**src/rtl/uart_pkg.sv**
```systemverilog
// Constants and types shared by the UART receive, transmit and buffering blocks.
package uart_pkg;

    localparam int unsigned UART_DATA_W     = 8;
    localparam int unsigned UART_FIFO_DEPTH = 16;

    typedef logic [UART_DATA_W-1:0] uart_byte_t;

endpackage

```
**src/rtl/uart_fifo_mem.sv**
```systemverilog
// Register-file storage for the UART FIFO: one synchronous write port, one asynchronous read port.
module uart_fifo_mem #(
    parameter int unsigned DEPTH  = 16,
    parameter int unsigned DATA_W = 8
) (
    input  logic                     clk,
    input  logic                     we,
    input  logic [$clog2(DEPTH)-1:0] waddr,
    input  logic [DATA_W-1:0]        wdata,
    input  logic [$clog2(DEPTH)-1:0] raddr,
    output logic [DATA_W-1:0]        rdata
);

    logic [DATA_W-1:0] r_mem [DEPTH];

    always_ff @(posedge clk) begin
        if (we) begin
            r_mem[waddr] <= wdata;
        end
    end

    assign rdata = r_mem[raddr];

endmodule

```
**src/rtl/uart_rx_fifo.sv**
```systemverilog
// Receive-side byte FIFO: captures receiver strobes, presents a first-word fall-through
// valid/ready stream, and tracks fill level, almost-full and dropped-byte status.
module uart_rx_fifo
    import uart_pkg::*;
#(
    parameter int unsigned DEPTH        = UART_FIFO_DEPTH,
    parameter int unsigned DATA_W       = UART_DATA_W,
    parameter int unsigned AFULL_THRESH = 12
) (
    input  logic                     clk,
    input  logic                     reset_n,
    input  logic [DATA_W-1:0]        wr_data,
    input  logic                     wr_valid,
    output logic [DATA_W-1:0]        rd_data,
    output logic                     rd_valid,
    input  logic                     rd_ready,
    output logic [$clog2(DEPTH):0]   level,
    output logic                     almost_full,
    output logic                     overrun,
    output logic [7:0]               drop_cnt,
    input  logic                     clr_overrun,
    input  logic                     flush
);

    localparam int unsigned AW = $clog2(DEPTH);
    localparam int unsigned LW = AW + 1;

    logic [AW-1:0] r_wr_ptr;
    logic [AW-1:0] r_rd_ptr;
    logic [LW-1:0] r_level;
    logic          r_afull;
    logic          r_overrun;
    logic [7:0]    r_drop_cnt;

    logic          w_full;
    logic          w_rd_fire;
    logic          w_wr_fire;
    logic          w_drop;
    logic [LW-1:0] w_level_nxt;

    assign w_full    = (r_level == LW'(DEPTH));
    assign w_rd_fire = (r_level != '0) && rd_ready;
    // A read in the same cycle frees the slot, so a full FIFO still accepts the write.
    assign w_wr_fire = wr_valid && (!w_full || w_rd_fire);
    assign w_drop    = wr_valid && w_full && !w_rd_fire;

    always_comb begin
        w_level_nxt = r_level;
        if (flush) begin
            w_level_nxt = '0;
        end else if (w_wr_fire && !w_rd_fire) begin
            w_level_nxt = r_level + 1'b1;
        end else if (w_rd_fire && !w_wr_fire) begin
            w_level_nxt = r_level - 1'b1;
        end
    end

    always_ff @(posedge clk) begin
        if (!reset_n) begin
            r_wr_ptr <= '0;
            r_rd_ptr <= '0;
            r_level  <= '0;
            r_afull  <= 1'b0;
        end else begin
            r_level <= w_level_nxt;
            r_afull <= (w_level_nxt >= LW'(AFULL_THRESH));
            if (flush) begin
                r_wr_ptr <= '0;
                r_rd_ptr <= '0;
            end else begin
                if (w_wr_fire) r_wr_ptr <= r_wr_ptr + 1'b1;
                if (w_rd_fire) r_rd_ptr <= r_rd_ptr + 1'b1;
            end
        end
    end

    always_ff @(posedge clk) begin
        if (!reset_n) begin
            r_overrun  <= 1'b0;
            r_drop_cnt <= '0;
        end else if (w_drop) begin
            r_overrun  <= 1'b1;
            if (clr_overrun)               r_drop_cnt <= 8'd1;
            else if (r_drop_cnt != 8'hFF)  r_drop_cnt <= r_drop_cnt + 1'b1;
        end else if (clr_overrun) begin
            r_overrun  <= 1'b0;
            r_drop_cnt <= '0;
        end
    end

    uart_fifo_mem #(
        .DEPTH  (DEPTH),
        .DATA_W (DATA_W)
    ) u_mem (
        .clk   (clk),
        .we    (w_wr_fire && !flush),
        .waddr (r_wr_ptr),
        .wdata (wr_data),
        .raddr (r_rd_ptr),
        .rdata (rd_data)
    );

    assign rd_valid    = (r_level != '0);
    assign level       = r_level;
    assign almost_full = r_afull;
    assign overrun     = r_overrun;
    assign drop_cnt    = r_drop_cnt;

endmodule

```
**config.mk**
```make
export PLATFORM = sky130hd
export DESIGN_NAME = uart_rx_fifo
export DESIGN_NICKNAME = d
export VERILOG_FILES = /design/src/rtl/uart_pkg.sv /design/src/rtl/uart_fifo_mem.sv /design/src/rtl/uart_rx_fifo.sv
export SDC_FILE = /design/constraint.sdc
export NUM_CORES = 1
export LEC_CHECK = 0
export ABC_CLOCK_PERIOD_IN_PS = 7500
export CAP_MARGIN = 10
export CELL_PAD_IN_SITES_DETAIL_PLACEMENT = 1
export CELL_PAD_IN_SITES_GLOBAL_PLACEMENT = 1
export CORE_MARGIN = 1.5
export CORE_UTILIZATION = 31
export CTS_BUF_LIST = sky130_fd_sc_hd__clkbuf_2
export CTS_CLUSTER_SIZE = 28
export DETAILED_ROUTE_END_ITERATION = 8
export GPL_ROUTABILITY_DRIVEN = 0
export PLACE_DENSITY = 0.64
export SLEW_MARGIN = 20
export SYNTH_ARGS = -nofsm -noshare
export SYNTH_HDL_FRONTEND = slang
export SYNTH_HIERARCHICAL = 1
export SYNTH_SLANG_ARGS = --single-unit
```
**constraint.sdc**
```tcl
create_clock -name clk -period 7.5 [get_ports clk]
set_input_delay 2.25 -clock clk [delete_from_list [all_inputs] [get_ports clk]]
set_output_delay 2.25 -clock clk [all_outputs]
set_load 0.01 [all_outputs]
```
==> metrics <==
status complete, no violations; Mapped Nets 369; wire length of the first global-routing pass 20,500 microns; cell count after synthesis 350; maximum capacitance violations 0; count of vias placed by the detailed router around 3,300; clock period minus final worst setup slack 5.40 ns; placed cell areas 6800 sq um; count of TritonRoute iterations in the first routing pass 4; Antenna Cells 0; flops & latches, synth 151; number of enable flip-flop cells after synthesis 128; endpoints failing hold 0; achievable clock frequency 0.185 GHz; CTS clock-pin slew for the worst setup and hold paths 0.23 ns; Root Driver sky130_fd_sc_hd__clkbuf_2; TritonCTS clock tree yes; class of the most critical setup path flop to primary output; summed area of non-filler cells in the final layout 7100 sq um; Avg Cell Area, Syn 17.6 sq um; Hold WC Path Type flop to flop; post-CTS setup buffers 0; filler cell count in the final layout 1,996; RSZ-0062 raised after global routing no; maximum fanout count along the critical path 35; share of async-settable or async-resettable flops after synthesis 0; DRT antenna net count 0; largest stage delay on the critical path about 0.66 ns; max-slew violations 0; remaining design rule violation count 0; worst-path cell chain buf_4, mux4_1, a22oi_1, nand2_1, clkdlybuf4s50_1; horizontal extent of the die roughly 140 microns; final total negative setup slack 0 ns; crit path capture type primary output; starting density of the core 0.317; arrival time of the worst setup path 3.15 ns; via/cell ratio 4.88; post-synthesis cell type with the largest combined area sky130_fd_sc_hd__edfxtp_1; number of buffer and inverter stages on the critical path 2; tightest hold margin ~0.54 ns; Pwr per Cell Area 211 nW/um^2; number of input and output port buffers inserted 37; overall die area 20,700 sq um; Starting DRT DRC Count 202; worst skew pair latency 0.72 ns; Clock Tree Buf Depth 2; per-cell routed wire length 19.6 microns; post-synth cell types 48; Rows 51; headroom to the max-slew limit 0.357; Tightest Pin Transition just under 1 ns; post-DP HPWL 8520 microns; required time of the critical path 5.25 ns; Critical Path Slowest Stage Cell sky130_fd_sc_hd__mux4_1; portion of synthesized cell area occupied by the leading cell type 0.623; netlist area before placement 6170 sq um; Overall Global Routing Usage 0.138; via count of the first global-routing pass 3,495; number of primary I/O pins 38; H-tree Lvls 4; IR Drop Worst-Case VDD 0.0000884 V; prevailing post-synth register cell sky130_fd_sc_hd__edfxtp_1; number of warnings reported in the yosys synthesis log 6; Post-Route WL 13,300 microns; area used by multi-input combinational logic 1750 sq um; count of hold-fix buffers inserted at cts 0; fin crit share 0.720; remaining global-route overflow 0; largest net degree at the start of global routing 36; cts repair resizes 0; dominant delay contributor by cell family on the critical path buffers and inverters; sequential area share after synthesis 0.698; count of final setup violators 0; fraction of layout cells with a size suffix above 1 0.163; setup slack, reg-to-reg 4.41 ns; Clock Skew 0.0455 ns; Net count, final roughly 420; clock sink count 151; area taken by flip-flops and latches roughly 4300 sq um; floorplan core area roughly 19,000 sq um; Die Height 144 microns; antenna violations before repair 0; Leak Pwr 2.21 nW; Synth area leaders sky130_fd_sc_hd__edfxtp_1 (62%), sky130_fd_sc_hd__dfxtp_1 (7.5%), sky130_fd_sc_hd__mux4_2 (6.6%); Worst setup SP type flop; synth-to-layout area growth 15.1%; CTS Buf Count 17
## kinds of logic after synthesis
group	Yosys count	synth area share
DFF	151	0.698
muxes	34	0.129
and+or+nand+nor	86	0.0704
buffers and inverters	19	0.0201
AOI/OAI and AO/OA	43	0.0558
adders and majority gates	5	0.0101
xor gates and xnor gates	12	0.0170
## stage by stage
step,util,setup slack [ns],std cells,power [mW]
5_1_grt,0.365,1.86,676,1.55
2_1_floorplan,-,3.38,350,0.971
3_3_place_gp,0.350,2.43,644,1.00
3_5_place_dp,0.350,2.30,644,1.01
4_1_cts,0.364,1.97,676,1.52
6_report,0.365,2.10,676,1.50
## path summary, 6_finish.rpt
kind | startpoint | endpoint | cells after the start
min | overrun | overrun | 2
min reg2reg | overrun | overrun | 2
max | r_rd_ptr[0] | rd_data[2] | 5
max reg2reg | level[0] | u_mem/r_mem[2][0] | 7
## tightest hold or removal path, cell delays in order (launching register included)
cell and delay [ns]:
sky130_fd_sc_hd__dfxtp_1 0.38, sky130_fd_sc_hd__a21oi_1 0.07, sky130_fd_sc_hd__nor2_1 0.08
## sequential cells by signal, summed over array words and instances (netlist names)
name and flops:
u_mem/r_mem 128, level 5, r_rd_ptr 4, almost_full 1, overrun 1, drop_cnt 8, r_wr_ptr 4
## cell usage in the layout, fill, tap and decap left out, types with 5 or more instances in the layout
| cell | n |
|---|---|
| sky130_fd_sc_hd__dfxtp_1 | 22 |
| sky130_fd_sc_hd__a21oi_1 | 6 |
| sky130_fd_sc_hd__nand4_1 | 5 |
| sky130_fd_sc_hd__xor2_1 | 8 |
| sky130_fd_sc_hd__a22oi_1 | 16 |
| sky130_fd_sc_hd__clkdlybuf4s50_1 | 37 |
| sky130_fd_sc_hd__nand2_1 | 19 |
| sky130_fd_sc_hd__mux4_2 | 18 |
| sky130_fd_sc_hd__mux4_1 | 14 |
| sky130_fd_sc_hd__ha_1 | 5 |
| sky130_fd_sc_hd__edfxtp_1 | 128 |
| sky130_fd_sc_hd__inv_1 | 7 |
| sky130_fd_sc_hd__nor2b_1 | 5 |
| sky130_fd_sc_hd__nor2_1 | 31 |
| sky130_fd_sc_hd__clkbuf_2 | 18 |
## routing by layer
| layer | GRT usage | part of all wire | wire (microns) | vias up |
|---|---|---|---|---|
| li1 | - | - | - | 1506 |
| met1 | 0.180 | 0.46 | 6060 | 1696 |
| met2 | 0.227 | 0.48 | 6440 | 85 |
| met3 | 0.0308 | 0.046 | 616 | 14 |
| met4 | 0.0499 | 0.012 | 163 | 0 |
| met5 | 0 | 0 | 0 | - |
## layout make-up
cell class	count	share of cell area
sequential	151	0.607
multi-input combinational	180	0.247
timing repair buffer	41	0.0564
tap	265	0.0467
clock inverter	14	0.0272
clock buffer	18	0.0127
inverter	7	0.00370
## report_power, final
| group | switching [mW] | total [mW] | internal (mW) |
|---|---|---|---|
| Sequential | 0.00318 | 0.917 | 0.914 |
| Clock | 0.311 | 0.509 | 0.197 |
| Combinational | 0.0398 | 0.0703 | 0.0305 |
| Total | 0.354 | 1.50 | 1.14 |
## cells in the mapped netlist (2+ instances only)
library cell / n
sky130_fd_sc_hd__buf_4: 2
sky130_fd_sc_hd__buf_2: 3
sky130_fd_sc_hd__nand2_1: 19
sky130_fd_sc_hd__mux4_1: 14
sky130_fd_sc_hd__xnor2_1: 4
sky130_fd_sc_hd__nand4_1: 5
sky130_fd_sc_hd__a211oi_1: 2
sky130_fd_sc_hd__a21oi_1: 6
sky130_fd_sc_hd__and2_1: 2
sky130_fd_sc_hd__o21a_1: 3
sky130_fd_sc_hd__nor2_1: 31
sky130_fd_sc_hd__xor2_1: 8
sky130_fd_sc_hd__clkdlybuf4s25_2: 3
sky130_fd_sc_hd__edfxtp_1: 128
sky130_fd_sc_hd__nand3b_1: 3
sky130_fd_sc_hd__a311oi_1: 2
sky130_fd_sc_hd__a22oi_1: 16
sky130_fd_sc_hd__inv_1: 7
sky130_fd_sc_hd__nor2b_1: 5
sky130_fd_sc_hd__o21ai_0: 4
sky130_fd_sc_hd__dfxtp_1: 23
sky130_fd_sc_hd__mux4_2: 18
sky130_fd_sc_hd__nand3_1: 3
sky130_fd_sc_hd__nor3_1: 5
sky130_fd_sc_hd__buf_6: 3
sky130_fd_sc_hd__ha_1: 5
sky130_fd_sc_hd__nand2b_1: 4
sky130_fd_sc_hd__mux2i_1: 2
Note: power is estimated with default switching activity, not from simulation.
